`src/rtl/chdr_conv_sched.sv`:
```
// ---------------------------------------------------------------------------
// chdr_conv_sched
//
// Packet-granular round-robin scheduler that shares one downstream CHDR
// converter between NUM_PORTS input streams. A port is granted only between
// packets and then passes its whole packet (through tlast) combinationally
// to the converter. Each packet is followed by at least one IDLE cycle.
//
// Optional feature macro: CHDR_CONV_SCHED_STATS_EN
//   defined   -> per-port 16-bit completed-packet counters on stat_cnt,
//                cleared by a settings write to BASE+1
//   undefined -> stat_cnt is tied to 0 and BASE+1 writes are ignored
//
// Parameters:
//   BASE       settings-bus address of the enable-mask register
//   NUM_PORTS  number of input streams (2..8)
//
// Ports:
//   clk, rst_n                     clock, synchronous active-low reset
//   set_stb/set_addr/set_data      settings bus (BASE: enable mask,
//                                  BASE+1: clear counters when stats built)
//   i_tdata/i_tlast/i_tvalid/      per-port CHDR inputs, port k on
//   i_tready                       bits [64k+63:64k] of i_tdata
//   o_tdata/o_tlast/o_tvalid/      stream to the shared converter
//   o_tready
//   o_port                         index of the granted port
//   stat_cnt                       per-port completed-packet counters
// ---------------------------------------------------------------------------
module chdr_conv_sched #(
    parameter int BASE      = 0,
    parameter int NUM_PORTS = 4,
    localparam int P        = (NUM_PORTS <= 2) ? 1 : $clog2(NUM_PORTS)
) (
    input  logic                      clk,
    input  logic                      rst_n,
    input  logic                      set_stb,
    input  logic [7:0]                set_addr,
    input  logic [31:0]               set_data,
    input  logic [64*NUM_PORTS-1:0]   i_tdata,
    input  logic [NUM_PORTS-1:0]      i_tlast,
    input  logic [NUM_PORTS-1:0]      i_tvalid,
    output logic [NUM_PORTS-1:0]      i_tready,
    output logic [63:0]               o_tdata,
    output logic                      o_tlast,
    output logic                      o_tvalid,
    input  logic                      o_tready,
    output logic [P-1:0]              o_port,
    output logic [16*NUM_PORTS-1:0]   stat_cnt
);

    typedef enum logic {
        IDLE = 1'b0,
        PASS = 1'b1
    } state_t;

    localparam logic [7:0] ADDR_CTRL = 8'(BASE);

    state_t                 state_q, state_d;
    logic [P-1:0]           last_grant_q, last_grant_d;
    logic [P-1:0]           o_port_q, o_port_d;
    logic [NUM_PORTS-1:0]   enable_mask_q, enable_mask_d;

    logic                   mask_wr;
    logic                   req_found;
    logic [P-1:0]           req_idx;
    logic                   pkt_done;

    // Only the low NUM_PORTS bits of set_data carry the mask.
    logic unused_set_data;
    assign unused_set_data = ^set_data[31:NUM_PORTS];

    assign mask_wr  = set_stb && (set_addr == ADDR_CTRL);
    assign pkt_done = (state_q == PASS) && o_tvalid && o_tready && o_tlast;
    assign o_port   = o_port_q;

    // Round-robin search: first enabled requester at or after last_grant+1,
    // wrapping modulo NUM_PORTS (which need not be a power of two).
    always_comb begin : scan
        int cand;
        req_found = 1'b0;
        req_idx   = '0;
        cand      = 0;
        for (int i = 1; i <= NUM_PORTS; i++) begin
            cand = int'(last_grant_q) + i;
            if (cand >= NUM_PORTS) begin
                cand = cand - NUM_PORTS;
            end
            if (!req_found && enable_mask_q[cand] && i_tvalid[cand]) begin
                req_found = 1'b1;
                req_idx   = P'(cand);
            end
        end
    end

    // State register. The enable mask is written here too, so a write
    // only influences arbitration from the following cycle on.
    always_ff @(posedge clk) begin
        if (!rst_n) begin
            state_q       <= IDLE;
            last_grant_q  <= P'(NUM_PORTS - 1);
            o_port_q      <= '0;
            enable_mask_q <= '1;
        end else begin
            state_q       <= state_d;
            last_grant_q  <= last_grant_d;
            o_port_q      <= o_port_d;
            enable_mask_q <= enable_mask_d;
        end
    end

    // Next-state logic. PASS ignores the mask on purpose: disabling the
    // granted port only makes it ineligible once its packet has finished.
    always_comb begin
        state_d       = state_q;
        last_grant_d  = last_grant_q;
        o_port_d      = o_port_q;
        enable_mask_d = enable_mask_q;
        if (mask_wr) begin
            enable_mask_d = set_data[NUM_PORTS-1:0];
        end
        case (state_q)
            IDLE: begin
                if (req_found) begin
                    o_port_d = req_idx;
                    state_d  = PASS;
                end
            end
            PASS: begin
                if (pkt_done) begin
                    last_grant_d = o_port_q;
                    state_d      = IDLE;
                end
            end
            default: state_d = IDLE;
        endcase
    end

    // Output logic. Gating with rst_n keeps o_tvalid and i_tready low
    // throughout reset, even in the cycle reset is first asserted.
    always_comb begin
        o_tdata  = '0;
        o_tlast  = 1'b0;
        o_tvalid = 1'b0;
        i_tready = '0;
        if (rst_n && (state_q == PASS)) begin
            o_tdata            = i_tdata[64*int'(o_port_q) +: 64];
            o_tlast            = i_tlast[o_port_q];
            o_tvalid           = i_tvalid[o_port_q];
            i_tready[o_port_q] = o_tready;
        end
    end

`ifdef CHDR_CONV_SCHED_STATS_EN
    localparam logic [7:0] ADDR_CLR = 8'(BASE + 1);

    logic        clr_wr;
    logic [15:0] cnt_q [NUM_PORTS];
    logic [15:0] cnt_d [NUM_PORTS];

    assign clr_wr = set_stb && (set_addr == ADDR_CLR);

    // Counter next state: clear beats a coinciding increment; the
    // 16-bit add wraps naturally from 0xFFFF to 0.
    always_comb begin
        for (int k = 0; k < NUM_PORTS; k++) begin
            cnt_d[k] = cnt_q[k];
            if (clr_wr) begin
                cnt_d[k] = '0;
            end else if (pkt_done && (o_port_q == P'(k))) begin
                cnt_d[k] = cnt_q[k] + 16'd1;
            end
        end
    end

    always_ff @(posedge clk) begin
        for (int k = 0; k < NUM_PORTS; k++) begin
            if (!rst_n) begin
                cnt_q[k] <= '0;
            end else begin
                cnt_q[k] <= cnt_d[k];
            end
        end
    end

    for (genvar g = 0; g < NUM_PORTS; g++) begin : g_stat
        assign stat_cnt[16*g +: 16] = cnt_q[g];
    end
`else
    assign stat_cnt = '0;
`endif

endmodule
```
`config.mk`:
```
export PLATFORM = sky130hd
export DESIGN_NAME = chdr_conv_sched
export DESIGN_NICKNAME = d
export VERILOG_FILES = /design/src/rtl/chdr_conv_sched.sv
export SDC_FILE = /design/constraint.sdc
export NUM_CORES = 1
export LEC_CHECK = 0
export ABC_AREA = 1
export CAP_MARGIN = 20
export CORE_AREA = 2 2 174 176
export DETAILED_ROUTE_END_ITERATION = 6
export DIE_AREA = 0 0 176 178
export PLACE_DENSITY = 0.4
export RECOVER_POWER = 25
export SYNTH_ARGS = -nofsm -noshare
export SYNTH_HDL_FRONTEND = slang
export SYNTH_SLANG_ARGS = --single-unit
```
`constraint.sdc`:
```
create_clock -name clk -period 1.5 [get_ports clk]
set_input_delay 0.3 -clock clk [delete_from_list [all_inputs] [get_ports clk]]
set_output_delay 0.3 -clock clk [all_outputs]
set_load 0.02 [all_outputs]
```
==> results.md, run 1 <==
- Status: finished with violations
- Total CTS buffers: 3
- Total GRT Usage: 0.140
- Failing checks: setup timing
- Area grow syn2layout: 220%
- Row count: 63
- Share of the synthesized area in the top cell type: 0.227
- Synth top cells by count: 138 x nand3_1, 74 x buf_4, 66 x a31oi_1, 64 x a22oi_1, 42 x nand2_1
- CP max FO: 22
- Final HPWL DP: 17900 um
- Inst Count DP: 1247
- CP Capture Type: primary output
- Met3 Usage GRT: 0.0243
- GRT overflow: 0
- Final cycle utilization of the critical path: 1.26
- Max Clock Freq: 531 MHz
- DRT antenna net count: 0
- Final Hold Fails: 0
- Root Driver: clkbuf_16
- Cell internal pwr: 2.52 mW
- Fin worst setup slack: -0.385 ns
- GRT busiest layer: met2
- Clock tree sinks: 9
- Post-Route WL: 25300 um
- Mapped Area: 3040 um2
- Clock Pin Slew Worst Setup and Hold Paths: 0.04 ns
- Vias in the first global route: 5129
- Synth top area cells: nand3_1 23%, buf_4 18%, a22oi_1 16%, a31oi_1 14%, dfxtp_1 5.9%
- Ys async rst share: 0
- CP Cell Sequence: inv_6 -> nand2_8 -> inv_8 -> buf_12 -> a22oi_2 -> a31oi_4 -> buf_6
- Max Slew Vio Count: 0
- Average instance area after synthesis: 6.17 um2
- Minimum clock period: 1.88 ns
- Critical path's largest stage delay: 0.38 ns
- Quantity of I/O buffers inserted on ports: 351
- CTS max path bufs: 2
- Worst-Skew Late Latency: 0.23 ns
- Initial antenna violation count: 0
- Max-cap violations: 0
- Top-count cell post-synth: nand3_1
- Finish-stage setup viols: 69
- EDFF count, synth: 0
- CTS tree: built
- Initial Util: 0.103
- Drt pass-1 iters: 4
- Synth Register Bits: 9
- Pwr Density: 448 nW/um2
- Flop pwr share: 0.060
- Combinational Power Share: 0.831
- I/O pins: 444
- Fillcell total: 3022
- CP max stage cell: dfxtp_4
- Initial DRC Count: 171
- Multi-input logic area: 3810 um2
- Most used DFF post-synth: dfxtp_1
- Core ar.: 29400 um2
- Critical path type: flop to primary output
- Leak: 3.44 nW
- Synth cell types: 30
- Clk pwr share: 0.109
- First-pass GRT wire length: 33500 um
- Crit path arrival time: 1.58 ns
- Die area: 31300 um2
- Largest net degree at the start of global routing: 34
- Setup TNS: -22.41 ns
- H-tree Lvls: 1
- Die Span Y: 178 um
- Horiz. Die Dim: 176 um
- WL per Instance: 19.6 um
- M2 GR Usage: 0.260
- WP data required: 1.20 ns
- Via count: 5320
- Global placer's final weighted congestion: 0.740
- DRC: 0
- Share of cells above drive strength 1: 0.427
- Warnings from Yosys: 0
- Clk_skew: 0.000514 ns
- Setup crit start kind: flop
- Switch Pwr: 1.84 mW
- Register area share after synthesis: 0.0592
- RSZ-0062 raised after global routing: yes
- Post-synth top area cell: nand3_1
- Nets: 1206
- Worst Hold Class: flop to flop
- Vias per Instance: 4.13
- GR Util met1: 0.176
- Register area: 193 um2
- Mapped Cells: 493
- Switching share of power: 0.422
- Max IR drop VDD: 0.000305 V
- Fin cells: 1288
## sequential cells by signal, indices dropped and copies added, names as in the netlist
signal / flops
o_port: 2
state_q: 1
enable_mask_q: 4
last_grant_q: 2
## placed cells by master (no fill, tap or decap), types with 11 or more instances in the layout
| master | count |
|---|---|
| nand2_1 | 31 |
| buf_4 | 46 |
| a31oi_4 | 57 |
| nand2_2 | 15 |
| nand3_1 | 106 |
| clkbuf_16 | 11 |
| buf_6 | 79 |
| conb_1 | 64 |
| nand3_2 | 32 |
| a22oi_2 | 64 |
| buf_12 | 22 |
| clkdlybuf4s50_1 | 273 |
## cell families after synthesis
logic type | count (synthesis) | synth area share
other | 1 | 0.00123
AO/OA/AOI/OAI | 142 | 0.321
AND/OR/NAND/NOR | 211 | 0.352
flip-flops | 9 | 0.0592
buffers and inverters | 130 | 0.267
## final cells by class
class / count / share of cell area
Antenna cell: 1 / 0.000257
Inverter: 14 / 0.00964
Clock buffer: 4 / 0.00809
Tap cell: 390 / 0.0501
Timing Repair Buffer: 453 / 0.521
Sequential cell: 9 / 0.0198
Multi-Input combinational cell: 417 / 0.391
## metal layers
metal / share of wire / vias up
li1: - / 2548
met1: 0.42 / 2518
met2: 0.51 / 252
met3: 0.069 / 2
met4: 0.00091 / 0
met5: 0 / -
## final timing paths
check                           startpoint                             to  slack, ns  cells past startpoint
max                 o_port[0]$_SDFFE_PN0P_                     o_tdata[3]      -0.38                      7
min          enable_mask_q[1]$_SDFFE_PN1P_  enable_mask_q[1]$_SDFFE_PN1P_       0.50                      2
max reg2reg         o_port[0]$_SDFFE_PN0P_   last_grant_q[0]$_SDFFE_PN1P_      -0.03                      9
min reg2reg  enable_mask_q[1]$_SDFFE_PN1P_  enable_mask_q[1]$_SDFFE_PN1P_       0.50                      2
## critical path: cells and delay by family, from the launching register on
kind	cells	cell delay [ns]
compound gates	2	0.36
flops	1	0.38
simple gates	1	0.06
buf+inv	4	0.52
## power by group through the flow
stage / logic (mW) / registers (mW) / clock network [mW]
global route: 3.83 / 0.265 / 0.501
global placement: 3.02 / 0.263 / 0
floorplan: 1.60 / 0.264 / 0
CTS: 3.34 / 0.262 / 0.491
finish: 3.62 / 0.264 / 0.474
detailed placement: 3.01 / 0.263 / 0
## through the flow
stage                util  worst slack [ns]  hold slack (ns)  area [um2]  total power, mW
floorplan               -           -0.0701            0.446        4570             1.87
global placement    0.288            -0.887            0.460        8470             3.28
detailed placement  0.288            -0.844            0.470        8470             3.27
CTS                 0.309            -0.507            0.500        9090             4.09
global route        0.331            -0.462            0.523        9740             4.60
finish              0.331            -0.385            0.500        9740             4.36
## timing repair
item                                    CTS  global route
cloned                                    8             9
resized for setup                       455            85
buffers inserted                         10            12
hold buffers                              0             0
endpoints found under the setup margin   77            76
pin swaps                                53            62
Note: power is estimated with default switching activity, not from simulation.
==> inputs of run 2 (changes only) <==
--- a/config.mk
+++ b/config.mk
@@ -6,6 +6,7 @@
 export NUM_CORES = 1
 export LEC_CHECK = 0
 export ABC_AREA = 1
+export ABC_CLOCK_PERIOD_IN_PS = 1500
 export CAP_MARGIN = 20
 export CORE_AREA = 2 2 174 176
 export DETAILED_ROUTE_END_ITERATION = 6
==> results of run 2 <==
Same layout as run 1: the final DEF is identical, and so are final timing and power.
==> inputs of run 3 (changes only) <==
--- a/config.mk
+++ b/config.mk
@@ -11,6 +11,7 @@
 export CORE_AREA = 2 2 174 176
 export DETAILED_ROUTE_END_ITERATION = 6
 export DIE_AREA = 0 0 176 178
+export GPL_ROUTABILITY_DRIVEN = 0
 export PLACE_DENSITY = 0.4
 export RECOVER_POWER = 25
 export SYNTH_ARGS = -nofsm -noshare
==> results of run 3 <==
Same layout as run 1: the final DEF is identical, and so are final timing and power.
